## src/rtl/delay_tap_capture_rx.sv

```systemverilog
// Launches an edge into an external tapped delay line, captures the taps after a settle time,
// and reports the average, min and max thermometer tap count over 2^AVG_LOG2 samples.
module delay_tap_capture_rx #(
  parameter int NTAPS    = 6,
  parameter int CNT_W    = 3,
  parameter int SETTLE   = 2,
  parameter int AVG_LOG2 = 2
) (
  input  logic             clk,
  input  logic             rst_n,
  input  logic             start,
  input  logic [NTAPS-1:0] taps,
  output logic             launch,
  output logic             busy,
  output logic             result_valid,
  input  logic             result_ready,
  output logic [CNT_W-1:0] result_tap,
  output logic [CNT_W-1:0] result_min,
  output logic [CNT_W-1:0] result_max,
  output logic             err_bubble
);

  localparam int SUM_W = CNT_W + AVG_LOG2;
  localparam int IDX_W = (AVG_LOG2 > 0) ? AVG_LOG2 : 1;
  localparam int SET_W = (SETTLE > 1) ? $clog2(SETTLE) : 1;
  localparam int NSAMP = 1 << AVG_LOG2;

  typedef enum logic [2:0] {
    S_IDLE,
    S_LAUNCH,
    S_WAIT,
    S_CAPTURE,
    S_ACCUM,
    S_DONE
  } state_t;

  state_t             state_q;
  logic               launch_q;
  logic [SET_W-1:0]   set_cnt_q;
  logic [IDX_W-1:0]   idx_q;
  logic [NTAPS-1:0]   norm_q;
  logic [SUM_W-1:0]   sum_q;
  logic [CNT_W-1:0]   min_q;
  logic [CNT_W-1:0]   max_q;
  logic               err_q;
  logic               valid_q;
  logic [CNT_W-1:0]   tap_q;
  logic [CNT_W-1:0]   rmin_q;
  logic [CNT_W-1:0]   rmax_q;

  logic [CNT_W-1:0]   cnt_d;
  logic               bubble_d;
  logic               gap;
  logic [SUM_W-1:0]   sum_d;
  logic [CNT_W-1:0]   min_d;
  logic [CNT_W-1:0]   max_d;
  logic               last_sample;

  // Leading-ones count; any 1 found after the first 0 marks a bubble.
  always_comb begin
    cnt_d    = '0;
    bubble_d = 1'b0;
    gap      = 1'b0;
    for (int i = 0; i < NTAPS; i++) begin
      if (!norm_q[i]) begin
        gap = 1'b1;
      end else if (gap) begin
        bubble_d = 1'b1;
      end else begin
        cnt_d = cnt_d + CNT_W'(1);
      end
    end
  end

  assign sum_d       = sum_q + SUM_W'(cnt_d);
  assign min_d       = (cnt_d < min_q) ? cnt_d : min_q;
  assign max_d       = (cnt_d > max_q) ? cnt_d : max_q;
  assign last_sample = (idx_q == IDX_W'(NSAMP - 1));

  always_ff @(posedge clk or negedge rst_n) begin
    if (!rst_n) begin
      state_q   <= S_IDLE;
      launch_q  <= 1'b0;
      set_cnt_q <= '0;
      idx_q     <= '0;
      norm_q    <= '0;
      sum_q     <= '0;
      min_q     <= '0;
      max_q     <= '0;
      err_q     <= 1'b0;
      valid_q   <= 1'b0;
      tap_q     <= '0;
      rmin_q    <= '0;
      rmax_q    <= '0;
    end else begin
      case (state_q)
        S_IDLE: begin
          if (start) begin
            state_q <= S_LAUNCH;
            sum_q   <= '0;
            idx_q   <= '0;
            err_q   <= 1'b0;
            min_q   <= '1;
            max_q   <= '0;
          end
        end
        S_LAUNCH: begin
          launch_q  <= ~launch_q;
          set_cnt_q <= '0;
          state_q   <= S_WAIT;
        end
        S_WAIT: begin
          if (set_cnt_q == SET_W'(SETTLE - 1)) begin
            state_q <= S_CAPTURE;
          end else begin
            set_cnt_q <= set_cnt_q + SET_W'(1);
          end
        end
        S_CAPTURE: begin
          // Normalise so a 1 always means the launched edge reached that tap.
          norm_q  <= launch_q ? taps : ~taps;
          state_q <= S_ACCUM;
        end
        S_ACCUM: begin
          sum_q <= sum_d;
          min_q <= min_d;
          max_q <= max_d;
          if (bubble_d) begin
            err_q <= 1'b1;
          end
          if (last_sample) begin
            state_q <= S_DONE;
            valid_q <= 1'b1;
            tap_q   <= CNT_W'(sum_d >> AVG_LOG2);
            rmin_q  <= min_d;
            rmax_q  <= max_d;
          end else begin
            idx_q   <= idx_q + IDX_W'(1);
            state_q <= S_LAUNCH;
          end
        end
        S_DONE: begin
          if (result_ready) begin
            valid_q <= 1'b0;
            state_q <= S_IDLE;
          end
        end
        default: state_q <= S_IDLE;
      endcase
    end
  end

  assign launch       = launch_q;
  assign busy         = (state_q != S_IDLE);
  assign result_valid = valid_q;
  assign result_tap   = tap_q;
  assign result_min   = rmin_q;
  assign result_max   = rmax_q;
  assign err_bubble   = err_q;

endmodule

```

## config.mk

```make
export PLATFORM = sky130hd
export DESIGN_NAME = delay_tap_capture_rx
export DESIGN_NICKNAME = d
export VERILOG_FILES = /design/src/rtl/delay_tap_capture_rx.sv
export SDC_FILE = /design/constraint.sdc
export NUM_CORES = 1
export LEC_CHECK = 0
export CAP_MARGIN = 20
export CORE_ASPECT_RATIO = 1.5
export CORE_UTILIZATION = 51
export CTS_BUF_LIST = sky130_fd_sc_hd__clkbuf_16
export DETAILED_ROUTE_END_ITERATION = 6
export GPL_ROUTABILITY_DRIVEN = 1
export GPL_TIMING_DRIVEN = 0
export PLACE_DENSITY = 0.85
export SLEW_MARGIN = 20
export SYNTH_ARGS = -nofsm -noshare
export SYNTH_HDL_FRONTEND = slang
export SYNTH_SLANG_ARGS = --single-unit
```

## constraint.sdc

```tcl
create_clock -name clk -period 4.3 [get_ports clk]
set_input_delay 1.075 -clock clk [delete_from_list [all_inputs] [get_ports clk]]
set_output_delay 1.075 -clock clk [all_outputs]
set_load 0.005 [all_outputs]
```

==> summary.md <==
| Metric | Value |
|---|---|
| Mapped Area | `roughly 2200 um^2` |
| # fillers | `305` |
| CP Capture Type | `flip-flop` |
| Chip Height | `approximately 83 um` |
| TritonCTS clock tree | `yes` |
| DRT Wirelength | `between 5 and 6 mm` |
| Post-route clock period utilization | `102.2%` |
| Register-to-register setup slack | `-90 ps` |
| Syn Nets | `between 200 and 300` |
| Core Area | `~4200 um^2` |
| Seq/Total Area, Yosys | `39.64%` |
| Synth unique cells | `52` |
| Vias in the first global route | `about 1.9k` |
| DRC errors left | `0` |
| Drt wl/cell | `16.54 um` |
| CTS root buf | `clkbuf_16` |
| RSZ-0062 raised after global routing | `true` |
| ANT nets after route | `0` |
| Clk pin slew, worst setup/hold paths | `about 60 ps` |
| Top post-synthesis cells by area | `dfrtp_1, ha_1, o21ai_0` |
| Slew Limit Fails | `0` |
| Setup TNS Final | `-92.78 ps` |
| Worst EP required | `roughly 4500 ps` |
| Worst-skew pair later-pin latency | `between 200 and 300 ps` |
| EDFF count, synth | `0` |
| Cell Pwr Density | `just over 700 nW/um^2` |
| First-pass GRT wire length | `between 8 and 9 mm` |
| Final hold vios | `0` |
| Post-synth top area cell | `dfrtp_1` |
| Largest net degree at the start of global routing | `25` |
| Total gr overflow | `0` |
| Buffers on Ports | `22` |
| Die X | `~56 um` |
| Crit path DAT | `around 4600 ps` |
| Hold Path Class | `reg2reg` |
| Final setup viols | `1` |
| Count leader, synth | `dfrtp_1` |
| Final Instance Area | `around 3000 um^2` |
| Site Rows | `29` |
| Post-synthesis async set-or-reset flop share | `between 90% and 100%` |
| Dpl cells | `316` |
| Highest Clock Rate | `around 230 MHz` |
| VDD IR-drop max | `~540 uV` |
| Antenna diode count | `0` |
| CTS Buf Count | `5` |
| Worst slew margin | `between 60 and 70%` |
| # clock sinks | `35` |
| Post-synth top cells | `dfrtp_1, nand2_1, o21ai_0, a21oi_1, nor2_1` |
| Vias/cell | `between 5 and 6` |
| Main synth FF type | `dfrtp_1` |
| Layout cells sized above 1 | `around a fifth` |
| Fin worst setup slack | `-92.78 ps` |
| Non-Filler Instances | `between 300 and 400` |
| Synth Instances | `about 250` |
| Fin crit period | `~4400 ps` |
| Area Overhead vs Synth | `34.14%` |
| GR Util All Layers | `about 25%` |
| Mean Syn Cell Area | `just under 9 um^2` |
| Initial antenna violation count | `0` |
| I/O pin count | `23` |
| Post-layout util | `a little over two thirds` |
| GPL Wtd Cong | `about 0.9` |
| Failing checks | `negative setup slack` |
| DIE AREA | `around 4600 um^2` |
| Yosys reg bits | `35` |
| Worst-Margin Slew | `479.8 ps` |
| Critical Path Source Type | `flip-flop` |
| Yosys warns | `0` |
| Initial Util | `a little over half` |
| Leakage power total | `about 1.3 nW` |
| Top cell type's share of synthesized area | `between 30 and 40%` |
| Via Count | `around 2.0k` |
| Type of the worst setup path | `reg2reg` |
| Clock Skew | `about 8.3 ps` |
| Clock buffer depth | `2` |
| Worst-path maximum fanout | `5` |
| Status | `finished with violations` |
| Drt initial violations | `90` |
| # nets final | `approximately 320` |
| Maxcap violations | `0` |
| Dpl hpwl | `3.571 mm` |
| Pre-antenna DRT Iters | `5` |
| H-tree Lvls | `2` |
| Post-placement cell area | `2576 um^2` |
==> cells in the final DEF, fill, tap and decap left out, drive strengths merged, types with 8 or more instances in the layout <==
cell and count:
xor2 8, clkdlybuf4s50 21, buf 24, clkbuf 13
a21oi 17, inv 12, o21ai 27, ha 13
nor2 14, nand2 33, dfrtp 35
==> critical path, stage by stage (launching register included) <==
cell     delay, ps
dfrtp_1        400
buf_6          140
and2_4         160
ha_4           230
and2_4         130
or2_4          230
ha_4           210
and4_1         140
o21a_1         190
nor2_1         110
o21ai_1         80
ha_2           200
a211o_1        300
a21oi_4        200
xor2_4         200
inv_2           90
ha_4           300
a21oi_4         60
and3_1         160
and3_4         160
buf_4          130
o41ai_1        360
a31o_1         150
==> cell type report <==
class	count	area (um^2)	area share, %
Buffer	13	72.57	2.448
Sequential cell	35	875.8	29.55
Tap cell	46	57.56	1.942
Clock inverter	3	16.27	0.5488
Inverter	11	41.29	1.393
Clock buffer	5	125.1	4.221
Multi-Input combinational cell	188	1401	47.28
Timing Repair Buffer	40	374.1	12.62
==> through the flow <==
stage | setup WS [ps] | hold WS [ps] | power, mW
4_1_cts | 7.920 | 484.2 | 1.946
5_1_grt | -229.1 | 543.1 | 2.259
2_1_floorplan | 30.64 | 470.4 | 1.255
3_3_place_gp | -317.0 | 463.3 | 1.463
6_report | -92.78 | 485.5 | 2.101
3_5_place_dp | -396.6 | 471.3 | 1.506
==> worst paths after layout <==
path                                      startpoint                         to  cells after the start
hold reg to reg            result_tap[2]$_DFFE_PN0P_  result_tap[2]$_DFFE_PN0P_                      2
min in group asynchronous                      rst_n       sum_q[2]$_DFFE_PN0P_                      1
setup / recovery               norm_q[0]$_DFFE_PN0N_  result_min[1]$_DFFE_PN0P_                     22
hold / removal             result_tap[2]$_DFFE_PN0P_  result_tap[2]$_DFFE_PN0P_                      2
setup reg to reg               norm_q[0]$_DFFE_PN0N_  result_min[1]$_DFFE_PN0P_                     22
max in group asynchronous                      rst_n      norm_q[1]$_DFFE_PN0N_                      2
==> state kept, by name (all words and copies together), names as in the netlist, 2 cells and up <==
register,count
idx_q,2
max_q,3
min_q,3
norm_q,6
result_max,3
result_min,3
result_tap,3
state_q,3
sum_q,5
==> power by group <==
| part | switching [mW] | total (mW) | internal, mW | leakage [nW] |
|---|---|---|---|---|
| registers | 0.0785 | 0.506 | 0.427 | 0.450 |
| clock network | 0.139 | 0.350 | 0.211 | 0.0710 |
| logic | 0.678 | 1.24 | 0.567 | 0.790 |
==> cell families after synthesis <==
kind of cell,share of synthesized area (%)
adder cells (fa/ha/maj),8.267
AO/OA/AOI/OAI,21.80
XOR/XNOR,5.493
flip-flops,39.64
buffers and inverters,4.700
AND/OR/NAND/NOR,20.10
==> what timing repair did <==
action	CTS	global route
setup endpoints to repair	8	10
buffers inserted	12	5
pin swaps	17	4
resized for setup	6	20
hold buffers	0	0
==> routing by layer <==
| layer | track usage, % | wire length [um] | vias up |
|---|---|---|---|
| met3 | 4.050 | 161 | 15 |
| met5 | 0 | 0 | - |
| met2 | 46.63 | 3126 | 46 |
| li1 | - | - | 963 |
| met4 | 12.50 | 157 | 0 |
| met1 | 26.49 | 2196 | 980 |
No activity file was read; power rests on OpenSTA's default activity.
